`src/rtl/div_unit.sv`:
```
// Radix-2 restoring 32-bit DIV/DIVU for the execute stage, one quotient bit per cycle.
// 33 stall cycles per divide (1 for divide-by-zero); the result is held in DONE while ext_stallE is high.
module div_unit (
  input  logic        clk,
  input  logic        rst,
  input  logic        div_startE,
  input  logic        div_signedE,
  input  logic [31:0] srcAE,
  input  logic [31:0] srcBE,
  input  logic        ext_stallE,
  input  logic        flush_exceptM,
  output logic        stall_divE,
  output logic        div_readyE,
  output logic [31:0] hiE,
  output logic [31:0] loE
);

  typedef enum logic [1:0] {S_IDLE, S_DIV, S_DONE} state_t;

  state_t      r_state;
  logic [5:0]  r_cnt;
  logic [31:0] r_rem;
  logic [31:0] r_quo;
  logic [31:0] r_dvsr;
  logic [31:0] r_hi;
  logic [31:0] r_lo;
  logic        r_neg_q;
  logic        r_neg_r;
  logic        r_ready;

  logic        w_a_neg;
  logic        w_b_neg;
  logic [31:0] w_a_mag;
  logic [31:0] w_b_mag;
  logic [32:0] w_shift;
  logic [32:0] w_diff;
  logic [31:0] w_rem_nxt;
  logic [31:0] w_quo_nxt;
  logic [31:0] w_hi_fin;
  logic [31:0] w_lo_fin;

  assign w_a_neg = div_signedE & srcAE[31];
  assign w_b_neg = div_signedE & srcBE[31];
  assign w_a_mag = w_a_neg ? (32'd0 - srcAE) : srcAE;
  assign w_b_mag = w_b_neg ? (32'd0 - srcBE) : srcBE;

  // Shift the next dividend bit into the partial remainder and trial-subtract.
  assign w_shift   = {r_rem, r_quo[31]};
  assign w_diff    = w_shift - {1'b0, r_dvsr};
  assign w_rem_nxt = w_diff[32] ? w_shift[31:0] : w_diff[31:0];
  assign w_quo_nxt = {r_quo[30:0], ~w_diff[32]};

  assign w_hi_fin = r_neg_r ? (32'd0 - w_rem_nxt) : w_rem_nxt;
  assign w_lo_fin = r_neg_q ? (32'd0 - w_quo_nxt) : w_quo_nxt;

  always_ff @(posedge clk or posedge rst) begin
    if (rst) begin
      r_state <= S_IDLE;
      r_cnt   <= 6'd0;
      r_rem   <= 32'd0;
      r_quo   <= 32'd0;
      r_dvsr  <= 32'd0;
      r_hi    <= 32'd0;
      r_lo    <= 32'd0;
      r_neg_q <= 1'b0;
      r_neg_r <= 1'b0;
      r_ready <= 1'b0;
    end else if (flush_exceptM) begin
      r_state <= S_IDLE;
      r_ready <= 1'b0;
    end else begin
      case (r_state)
        S_IDLE: begin
          if (div_startE) begin
            if (srcBE == 32'd0) begin
              r_hi    <= srcAE;
              r_lo    <= 32'hFFFF_FFFF;
              r_ready <= 1'b1;
              r_state <= S_DONE;
            end else begin
              r_rem   <= 32'd0;
              r_quo   <= w_a_mag;
              r_dvsr  <= w_b_mag;
              r_neg_q <= w_a_neg ^ w_b_neg;
              r_neg_r <= w_a_neg;
              r_cnt   <= 6'd0;
              r_state <= S_DIV;
            end
          end
        end
        S_DIV: begin
          r_rem <= w_rem_nxt;
          r_quo <= w_quo_nxt;
          r_cnt <= r_cnt + 6'd1;
          if (r_cnt == 6'd31) begin
            r_hi    <= w_hi_fin;
            r_lo    <= w_lo_fin;
            r_ready <= 1'b1;
            r_state <= S_DONE;
          end
        end
        S_DONE: begin
          // A start still asserted here belongs to the finishing instruction.
          if (!ext_stallE) begin
            r_ready <= 1'b0;
            r_state <= S_IDLE;
          end
        end
        default: begin
          r_ready <= 1'b0;
          r_state <= S_IDLE;
        end
      endcase
    end
  end

  assign stall_divE = ((r_state == S_IDLE) & div_startE & ~flush_exceptM) | (r_state == S_DIV);
  assign div_readyE = r_ready;
  assign hiE        = r_hi;
  assign loE        = r_lo;

endmodule

```
`config.mk`:
```
export PLATFORM = sky130hd
export DESIGN_NAME = div_unit
export DESIGN_NICKNAME = d
export VERILOG_FILES = /design/src/rtl/div_unit.sv
export SDC_FILE = /design/constraint.sdc
export NUM_CORES = 1
export LEC_CHECK = 0
export BUFFER_PORTS_ARGS = -buffer_cell sky130_fd_sc_hd__buf_4
export CORE_MARGIN = 3
export CORE_UTILIZATION = 45
export CTS_CLUSTER_DIAMETER = 100
export DETAILED_ROUTE_END_ITERATION = 10
export PLACE_DENSITY_LB_ADDON = 0.1
export SYNTH_ARGS = -nofsm -noshare
export SYNTH_HDL_FRONTEND = slang
export SYNTH_SLANG_ARGS = --single-unit
```
`constraint.sdc`:
```
create_clock -name clk -period 8.9 [get_ports clk]
set_clock_uncertainty 0.05 [all_clocks]
set_input_delay 2.225 -clock clk [delete_from_list [all_inputs] [get_ports clk]]
set_output_delay 2.225 -clock clk [all_outputs]
set_load 0.03 [all_outputs]
```
==> results of run 1 <==
-- stage by stage --
| step | instances | util [%] | area (um2) | power (mW) |
|---|---|---|---|---|
| after floorplan | 1582 | - | 12500 | 2.42 |
| after global placement | 2015 | 50.8 | 13800 | 2.98 |
| after detailed placement | 2015 | 50.8 | 13800 | 3.01 |
| after CTS | 2047 | 52.9 | 14300 | 3.75 |
| after global routing | 2047 | 52.9 | 14300 | 3.99 |
| final | 2047 | 52.9 | 14300 | 3.74 |
-- worst min-delay path by stage --
stage / from / endpoint / slack [ns]
after global routing: loE[25]$_DFFE_PP0P_ / loE[25]$_DFFE_PP0P_ / 0.48
after detailed placement: loE[25]$_DFFE_PP0P_ / loE[25]$_DFFE_PP0P_ / 0.44
after floorplan: r_rem[26]$_DFFE_PP0P_ / r_rem[26]$_DFFE_PP0P_ / 0.43
after global placement: hiE[26]$_DFFE_PP0P_ / hiE[26]$_DFFE_PP0P_ / 0.44
after CTS: loE[25]$_DFFE_PP0P_ / loE[25]$_DFFE_PP0P_ / 0.46
final: loE[25]$_DFFE_PP0P_ / loE[25]$_DFFE_PP0P_ / 0.46
-- layer usage --
| metal | routed length, um | global-route usage (%) | up-vias |
|---|---|---|---|
| met5 | 0 | 0 | - |
| met3 | 1520 | 2.81 | 35 |
| met1 | 17200 | 32.7 | 5534 |
| li1 | - | - | 5832 |
| met2 | 16500 | 38.7 | 272 |
| met4 | 632 | 6.01 | 0 |
-- power by group through the flow --
stage | clock network, mW | registers (mW) | logic [mW]
3_5_place_dp | 0 | 1.26 | 1.75
5_1_grt | 0.782 | 1.28 | 1.93
4_1_cts | 0.753 | 1.25 | 1.75
6_report | 0.739 | 1.25 | 1.75
3_3_place_gp | 0 | 1.26 | 1.73
2_1_floorplan | 0 | 1.48 | 0.946
-- worst min-delay path: stages (launching register included) --
cell and delay, ns:
dfrtp_1 0.36, nand2_1 0.06, nand2_1 0.06
-- cells in the mapped netlist, types with 37 or more instances --
cell	n	area [um2]
xnor2_1	53	464
ha_1	37	463
o21ai_0	169	846
mux2i_1	41	410
dfrtp_1	171	4280
a21oi_1	147	736
nor2_1	159	597
nand2_1	197	739
clkbuf_1	75	282
inv_1	55	206
nor3_1	38	190
xor2_1	73	639
-- flip-flops by register name (all words and copies together) (netlist names) --
signal / cells
loE: 32
div_readyE: 1
r_neg_r: 1
r_quo: 32
r_dvsr: 32
r_neg_q: 1
r_state: 2
hiE: 32
r_rem: 32
r_cnt: 6
-- cell usage in the layout, fill, tap and decap left out, types with 15 or more instances in the layout --
master / netlist / final
xor2_1: 73 / 73
o21ai_0: 169 / 169
o31ai_1: 24 / 24
dfrtp_1: 171 / 171
buf_4: 0 / 148
a31oi_1: 29 / 29
nand3_1: 29 / 29
nand2_1: 197 / 197
ha_1: 37 / 37
a21oi_1: 147 / 147
inv_1: 55 / 54
nor3_1: 38 / 38
nor2_1: 159 / 157
mux2i_1: 41 / 41
xnor2_1: 53 / 53
a21o_1: 19 / 19
o41ai_1: 15 / 15
a211oi_1: 15 / 15
clkbuf_16: 0 / 17
nor4_1: 23 / 22
and3_1: 22 / 22
or3_1: 19 / 18
-- layout make-up --
class | instances | area (um2)
fillers | 2671 | 12800
multi-input cells | 1268 | 7690
well taps | 372 | 465
clock inverters | 14 | 146
inverters | 56 | 215
clock buffers | 18 | 429
repair buffers | 148 | 1110
flip-flops and latches | 171 | 4280
-- cells by family (layout without fill, tap and decap cells) --
logic type | after synthesis | count (layout) | share of synthesized area, %
xor+xnor | 126 | 126 | 8.83
flops | 171 | 171 | 34.2
compound gates | 496 | 496 | 24.0
mux | 44 | 44 | 3.55
simple gates | 564 | 564 | 21.2
buf+inv | 143 | 236 | 4.36
fa+ha+maj | 38 | 38 | 3.86
==> impl_metrics.py, run 1 <==
metrics = {
    "run_status": {
        "outcome": "finished, final reports clean",
    },
    "worst_setup_path": {
        "path_cells": "buf_4 > nor4_1 > nand2b_1 > nor4_1 > buf_4 > nand3_1 > nor4_1 > a21oi_1 > or4_1 > or3_1 > o21ai_0 > a21oi_1",
        "r2r_cells": 18,
        "rrSetupSlack_ns": 3.13,
        "crit_start": "srcBE[6]",
        "worst_r2r_endpoint": "hiE[28]$_DFFE_PP0P_",
        "cp-start-kind": "primary input",
        "path_depth": 12,
        "cpMaxStageDelayCell": "or4_1",
        "endpoint_kind": "register",
        "crit_buf_inv": 2,
        "critPathMaxStageDelay_ns": 0.98,
        "crit_family": "simple AND/OR/NAND/NOR gates",
        "worstReg2RegStart": "r_rem[19]$_DFFE_PP0P_",
        "crit_top_cell": "nor4_1",
        "critical_path_class": "primary input to register",
        "arrival_ns": 6.22,
        "critical_path.max_fanout": 31,
        "crit_end": "hiE[24]$_DFFE_PP0P_",
        "crit_required_ns": 9.16,
    },
    "logic_synthesis": {
        "netlist_area_um2": 12500,
        "yosysSeqAreaShare_pct": 34.2,
        "synth-edff-count": 0,
        "syn_inst": 1582,
        "synth_area_per_cell_um2": 7.90,
        "yosysWarnings": 0,
        "netlist-cell-type-count": 74,
        "synth-seq-cells": 171,
        "async_flop_share_pct": 100,
        "synth_flop_cell": "dfrtp_1",
        "syn_nets": 1690,
    },
    "clock_tree": {
        "hold_buffers": 0,
        "cts_buffers": 17,
        "clockBufferDepth": 2,
        "postCtsSetupRepairBufs": 0,
        "cts_resized": 0,
        "cts.sink_count": 171,
        "cts_max_level": 4,
        "clkLatencyLatePin_ns": 0.44,
        "tritoncts": "built",
        "root_buffer": "clkbuf_16",
        "clk_pin_slew_worst_paths_ns": 0.08,
    },
    "pwr": {
        "swShare_pct": 45.2,
        "p_int_mw": 2.05,
        "clock_power_share_pct": 19.8,
        "combinationalPowerShare_pct": 46.8,
        "p_switching_mw": 1.69,
        "pwr_density_cell_nw_per_um2": 261,
        "p_leak_nw": 6.31,
        "vdd_ir_drop_max_mv": 0.129,
        "p_seq_share_pct": 33.4,
    },
    "place": {
        "hpwlAfterDp_um": 26900,
        "port_buffers": 135,
        "pre_cts_slack_ns": 2.57,
        "place.gp.congestion": 0.918,
    },
    "finish": {
        "antenna_cells": 0,
        "fin_nets": 1770,
        "layout-drive-gt1-share_pct": 12.4,
        "syn_to_final_growth_pct": 14.7,
    },
    "die": {
        "initial_core_util_pct": 46.1,
        "die_area_um2": 29800,
        "die_x_um": 173,
        "core_um2": 27100,
        "ioPinCount": 136,
        "die_y_um": 173,
        "num_rows": 60,
    },
    "routing": {
        "drtIter0Drc": 946,
        "drc_errors": 0,
        "first_pass_iters": 5,
        "drt-total-wl_um": 35800,
        "final_antenna_net_count": 0,
        "wire_per_inst_um": 17.5,
        "vias_per_cell": 5.70,
        "vias": 11673,
    },
    "sta": {
        "period_share_pct": 66.9,
        "max_slew_margin_pct": 25.0,
        "rsz0062_at_grt": "false",
        "fin_ws_ns": 2.95,
        "setup_viol": 0,
        "finalHoldViolCount": 0,
        "worst_slew_pin_slew_ns": 1.12,
        "fin_tns_setup_ns": 0,
        "finalMaxSlewViolations": 0,
        "min_period_ns": 5.95,
        "fmax_mhz": 168,
        "hold_ws_ns": 0.457,
    },
    "grt": {
        "grt_usage_pct": 23.4,
        "grt_pass1_wl_um": 57500,
        "grt_pass1_vias": 10899,
        "grt-ovfl-total": 0,
        "antenna_found_initial": 0,
        "grt_max_degree": 109,
    },
    "hold_path": {
        "whs_path_depth": 2,
        "hp-class": "register to register",
    },
    "run": {
        "drv_cap": 0,
    },
}
(Power assumes the default switching activity.)
==> run 2: changes to the inputs <==
clock period = 5.5 ns   (was 8.9 ns; I/O delays follow)
==> run 2 against run 1 <==
Compared with the run above:
- sequential power rose by 62%
- combinational power up 63%
- non-clock buffer count up 5
- sequential share of layout area down 0.16 points
- count of clock-buffer cells in the layout unchanged
- highest routed layer unchanged
- power is 63% higher
- critical path depth up 5
- die area is the same
==> impl_metrics.py, run 2 (synthesized netlist as in run 1, its figures left out) <==
metrics = {
    "place": {
        "hpwlAfterDp_um": 28200,
        "port_buffers": 135,
        "place_area_um2": 13800,
        "place.gp.congestion": 0.943,
    },
    "worst_setup_path": {
        "critical_path.max_fanout": 10,
        "rrSetupSlack_ns": 0.36,
        "path_cells": "ha_1 > nand4_1 > or3_4 > nor4_2 > a21bo_2 > a21boi_2 > nor3_4 > inv_2 > mux2i_1 > ha_1 > nand2_1 > nor3_1 > mux2i_1 > or2_2 > o41ai_2 > xnor2_1 > o22ai_1",
        "cpMaxStageDelayCell": "dfrtp_1",
        "r2r_cells": 17,
        "arrival_ns": 5.38,
        "endpoint_kind": "register",
        "critPathMaxStageDelay_ns": 0.45,
        "crit_required_ns": 5.74,
        "crit_buf_inv": 1,
        "critical_path_class": "register to register",
        "worst_r2r_endpoint": "hiE[28]$_DFFE_PP0P_",
        "worstReg2RegStart": "r_rem[20]$_DFFE_PP0P_",
        "crit_family": "simple AND/OR/NAND/NOR gates",
        "cp-start-kind": "register",
    },
    "clock_tree": {
        "tritoncts": "built",
        "cts_buffers": 17,
        "root_buffer": "clkbuf_16",
        "cts.sink_count": 171,
        "clockBufferDepth": 2,
        "clk_pin_slew_worst_paths_ns": 0.07,
        "clkLatencyLatePin_ns": 0.43,
        "cts_max_level": 4,
        "hold_buffers": 0,
    },
    "finish": {
        "final_area_um2": 14400,
        "final_common_cell": "nand2_1",
        "layout-drive-gt1-share_pct": 12.9,
        "antenna_cells": 0,
        "fin_nets": 1775,
        "syn_to_final_growth_pct": 15.3,
        "final_cell_mix": "nand2_1, dfrtp_1, o21ai_0",
    },
    "routing": {
        "wire_per_inst_um": 18.0,
        "drt-total-wl_um": 37000,
        "first_pass_iters": 5,
        "final_antenna_net_count": 0,
        "drc_errors": 0,
        "drtIter0Drc": 949,
        "vias": 11737,
        "vias_per_cell": 5.72,
    },
    "grt": {
        "grt_max_degree": 94,
        "grt_pass1_wl_um": 59900,
        "antenna_found_initial": 0,
        "grt_pass1_vias": 11117,
        "grt_usage_pct": 24.4,
        "grt-ovfl-total": 0,
    },
    "pwr": {
        "clock_power_share_pct": 19.9,
        "p_int_mw": 3.33,
        "pwr_density_cell_nw_per_um2": 423,
        "p_seq_share_pct": 33.1,
        "vdd_ir_drop_max_mv": 0.206,
        "combinationalPowerShare_pct": 47.0,
        "swShare_pct": 45.3,
        "p_leak_nw": 6.34,
        "p_switching_mw": 2.76,
    },
    "die": {
        "die_y_um": 173,
        "die_x_um": 173,
        "num_rows": 60,
        "ioPinCount": 136,
        "core_um2": 27100,
        "die_area_um2": 29800,
        "initial_core_util_pct": 46.1,
    },
    "sta": {
        "fmax_mhz": 195,
        "finalMaxSlewViolations": 0,
        "rsz0062_at_grt": "false",
        "worst_slew_pin_slew_ns": 1.14,
        "finalHoldViolCount": 0,
        "max_slew_margin_pct": 23.6,
        "period_share_pct": 93.5,
        "min_period_ns": 5.14,
        "fin_tns_setup_ns": 0,
        "setup_viol": 0,
    },
    "hold_path": {
        "holdPathEnd": "loE[25]$_DFFE_PP0P_",
        "whs_path_depth": 2,
        "hp-class": "register to register",
        "hold_path_startpoint": "loE[25]$_DFFE_PP0P_",
    },
    "run": {
        "drv_cap": 0,
    },
    "run_status": {
        "outcome": "finished, final reports clean",
    },
}
-- run 2: cell count changes in the layout (fill, tap and decap cells not counted) --
cell,previous run,this run
buf_12,0,2
buf_4,148,151
clkbuf_1,1,0
clkbuf_8,0,1
clkinv_4,2,3
ha_1,37,36
ha_2,0,1
inv_8,4,3
nor3_1,38,37
nor3_2,0,1
-- run 2: layout make-up --
cell class	count	area, um2
Tap cell	372	465
Clock inverter	14	145
Multi-Input combinational cell	1268	7700
Timing Repair Buffer	153	1170
Sequential cell	171	4280
Clock buffer	18	439
Inverter	56	214
Fill cell	2574	12700
-- run 2: stage by stage --
step	setup WS, ns	total power, mW	utilization [%]	instances	hold WS, ns
finish	0.360	6.10	53.2	2052	0.438
global placement	0.546	4.86	51.0	2020	0.416
floorplan	0.284	3.92	-	1582	0.427
global route	0.0215	6.52	53.2	2052	0.462
detailed placement	0.340	4.90	51.0	2020	0.419
CTS	0.302	6.12	53.2	2052	0.441
-- run 2: worst reg2reg max path, cell delays in order (launching register included) --
cell	delay (ns)
dfrtp_1	0.45
ha_1	0.43
nand4_1	0.21
or3_4	0.45
nor4_2	0.26
a21bo_2	0.28
a21boi_2	0.27
nor3_4	0.09
inv_2	0.24
mux2i_1	0.36
ha_1	0.27
nand2_1	0.09
nor3_1	0.36
mux2i_1	0.22
or2_2	0.35
o41ai_2	0.37
xnor2_1	0.16
o22ai_1	0.10
-- run 2: metal layers --
metal,global-route usage (%),vias up,part of all wire (%)
met5,0,-,0
met4,7.20,0,2.4
met3,3.25,54,4.8
met2,39.6,356,46
met1,34.3,5479,47
li1,-,5848,-
-- run 2: timing repair --
| item | 4_1_cts | 5_1_grt |
|---|---|---|
| setup endpoints to repair | 0 | 3 |
| resized for setup | 0 | 2 |
| setup buffers | 0 | 0 |
-- run 2: how the worst max path moves through the flow --
stage / endpoint / slack, ns / cells after the start / startpoint
after CTS: hiE[20]$_DFFE_PP0P_ / 0.30 / 19 / r_rem[19]$_DFFE_PP0P_
after global placement: hiE[28]$_DFFE_PP0P_ / 0.55 / 17 / r_rem[19]$_DFFE_PP0P_
after detailed placement: hiE[20]$_DFFE_PP0P_ / 0.34 / 19 / r_rem[19]$_DFFE_PP0P_
after floorplan: hiE[28]$_DFFE_PP0P_ / 0.28 / 21 / r_rem[15]$_DFFE_PP0P_
after global routing: hiE[20]$_DFFE_PP0P_ / 0.02 / 19 / r_rem[20]$_DFFE_PP0P_
final: hiE[28]$_DFFE_PP0P_ / 0.36 / 17 / r_rem[20]$_DFFE_PP0P_
-- run 2: power groups by stage --
stage               clock network, mW  registers, mW  logic, mW
floorplan                           0           2.39       1.53
global placement                    0           2.03       2.83
detailed placement                  0           2.04       2.85
CTS                              1.24           2.02       2.86
global route                     1.29           2.08       3.16
finish                           1.21           2.02       2.86
==> run 3: changes to the inputs <==
CORE_UTILIZATION = 33   (was 45)
==> run 3 against run 2 <==
Compared with the run above:
- global-route usage is 4.3 points lower
- count of clock-buffer cells in the layout did not move
- clock power up 6%
- sequential power about the same
- register-to-register slack better by 0.05 ns
- utilization fell by 13 points
- critical path depth is the same
- non-clock buffer count rose by 7
- via count down 0.35%
- setup slack improved by 0.053 ns
- critical endpoint unchanged
- highest routed layer unchanged
==> impl_metrics.py, run 3 (synthesized netlist as in run 1, its figures left out) <==
metrics = {
    "clock_tree": {
        "cts_max_level": 4,
        "cts_buffers": 17,
        "postCtsSetupRepairBufs": 0,
        "clockBufferDepth": 2,
        "root_buffer": "clkbuf_16",
        "tritoncts": "built",
        "cts.sink_count": 171,
        "clkLatencyLatePin_ns": 0.45,
        "clk_pin_slew_worst_paths_ns": 0.08,
    },
    "finish": {
        "antenna_cells": 0,
        "seq_area_um2": 4280,
        "multi_input_area_um2": 7690,
        "layout-drive-gt1-share_pct": 13.2,
        "final_common_cell": "nand2_1",
        "final_cell_mix": "nand2_1, dfrtp_1, o21ai_0",
        "syn_to_final_growth_pct": 17.5,
        "final_util_pct": 39.7,
        "fillCellCount": 3889,
        "fin_nets": 1782,
        "final_area_um2": 14700,
    },
    "grt": {
        "grt_usage_pct": 20.1,
        "grt-ovfl-total": 0,
        "antenna_found_initial": 0,
        "grt_pass1_wl_um": 65200,
        "grt_pass1_vias": 11357,
        "grt_max_degree": 96,
    },
    "sta": {
        "fin_tns_setup_ns": 0,
        "worst_slew_pin_slew_ns": 0.978,
        "max_slew_margin_pct": 34.2,
        "period_share_pct": 92.5,
        "rsz0062_at_grt": "false",
        "fmax_mhz": 197,
        "finalHoldViolCount": 0,
        "min_period_ns": 5.09,
        "setup_viol": 0,
        "finalMaxSlewViolations": 0,
    },
    "worst_setup_path": {
        "cp-start-kind": "register",
        "arrival_ns": 5.37,
        "endpoint_kind": "register",
        "critPathMaxStageDelay_ns": 0.44,
        "critical_path_class": "register to register",
        "crit_required_ns": 5.78,
        "path_cells": "ha_1 > nand4_1 > or3_4 > nor4_2 > a21bo_2 > and3_4 > nor3_4 > inv_2 > mux2i_1 > ha_1 > nand2_1 > nor3_1 > mux2i_1 > or2_2 > o41ai_2 > xnor2_1 > o22ai_1",
        "cpMaxStageDelayCell": "dfrtp_1",
        "critical_path.max_fanout": 8,
    },
    "pwr": {
        "p_switching_mw": 2.80,
        "p_int_mw": 3.42,
        "p_leak_nw": 6.39,
        "pwr_density_cell_nw_per_um2": 424,
        "combinationalPowerShare_pct": 46.7,
        "total_power_mw": 6.22,
        "clock_power_share_pct": 20.5,
        "swShare_pct": 45.0,
        "vdd_ir_drop_max_mv": 0.208,
        "p_seq_share_pct": 32.8,
    },
    "run_status": {
        "outcome": "finished, final reports clean",
    },
    "place": {
        "place.gp.congestion": 0.845,
        "place_area_um2": 14100,
        "port_buffers": 135,
        "hpwlAfterDp_um": 30900,
    },
    "routing": {
        "drtIter0Drc": 958,
        "drt-total-wl_um": 40600,
        "drc_errors": 0,
        "first_pass_iters": 5,
        "vias": 11696,
        "final_antenna_net_count": 0,
        "vias_per_cell": 5.34,
        "wire_per_inst_um": 18.5,
    },
    "die": {
        "num_rows": 70,
        "ioPinCount": 136,
        "die_y_um": 201,
        "core_um2": 37000,
        "die_area_um2": 40200,
        "die_x_um": 201,
        "initial_core_util_pct": 33.8,
    },
    "hold_path": {
        "hp-class": "register to register",
    },
    "run": {
        "drv_cap": 0,
    },
}
## run 3: cell types whose count changed in the layout (fill, tap and decap cells not counted), moves of 2 or more
cell,delta
buf_12,+3
buf_4,+3
bufinv_16,+2
clkinv_8,-2
clkinvlp_4,+2
inv_8,-2
## run 3: per-stage QoR
stage,setup slack [ns],hold slack (ns),cells
after floorplan,0.284,0.427,1582
after global placement,0.542,0.419,2159
after detailed placement,0.404,0.420,2159
after CTS,0.387,0.437,2191
after global routing,0.00901,0.450,2191
final,0.412,0.433,2191
## run 3: repair_timing
| action | in CTS | in global routing |
|---|---|---|
| hold buffers | 0 | 0 |
| endpoints found under the setup margin | 0 | 6 |
| endpoints found under the hold margin | 0 | 0 |
| resized for setup | 0 | 3 |
## run 3: power groups by stage
| stage | sequential [mW] | combinational (mW) | clock, mW |
|---|---|---|---|
| final | 2.04 | 2.91 | 1.28 |
| after detailed placement | 2.07 | 2.90 | 0 |
| after floorplan | 2.39 | 1.53 | 0 |
| after global routing | 2.10 | 3.21 | 1.36 |
| after CTS | 2.04 | 2.92 | 1.31 |
| after global placement | 2.06 | 2.89 | 0 |
## run 3: worst paths after layout
path | from | end | slack [ns] | depth (start not counted)
max | r_rem[20]$_DFFE_PP0P_ | hiE[28]$_DFFE_PP0P_ | 0.41 | 17
min | hiE[2]$_DFFE_PP0P_ | hiE[2]$_DFFE_PP0P_ | 0.43 | 2
max reg2reg | r_rem[20]$_DFFE_PP0P_ | hiE[28]$_DFFE_PP0P_ | 0.41 | 17
min reg2reg | hiE[2]$_DFFE_PP0P_ | hiE[2]$_DFFE_PP0P_ | 0.43 | 2
max in group asynchronous | rst | r_dvsr[15]$_DFFE_PP0P_ | 3.31 | 3
min in group asynchronous | rst | r_quo[10]$_DFFE_PP0P_ | 0.99 | 2
## run 3: final cells by class
cell class                 instances  area share [%]
multi-input combinational       1268            52.4
sequential                       171            29.1
timing repair buffer             160            8.63
tap                              504            4.29
clock buffer                      18            2.99
inverter                          56            1.46
clock inverter                    14            1.10
## run 3: worst max-delay path: cells and delay by family, from the launching register on
family	cells	cell delay, ns
AND/OR/NAND/NOR	8	2.23
AO/OA/AOI/OAI	3	0.74
adder cells (fa/ha/maj)	2	0.69
multiplexers	2	0.52
flip-flops	1	0.44
XOR/XNOR	1	0.16
buffers and inverters	1	0.13
## run 3: routing by layer
layer  track usage (%)  share of wire [%]  up-vias
li1                  -                  -     5856
met1              29.2                 50     5562
met2              31.6                 45      240
met3              2.48                3.2       38
met4              5.77                2.2        0
met5                 0                  0        -
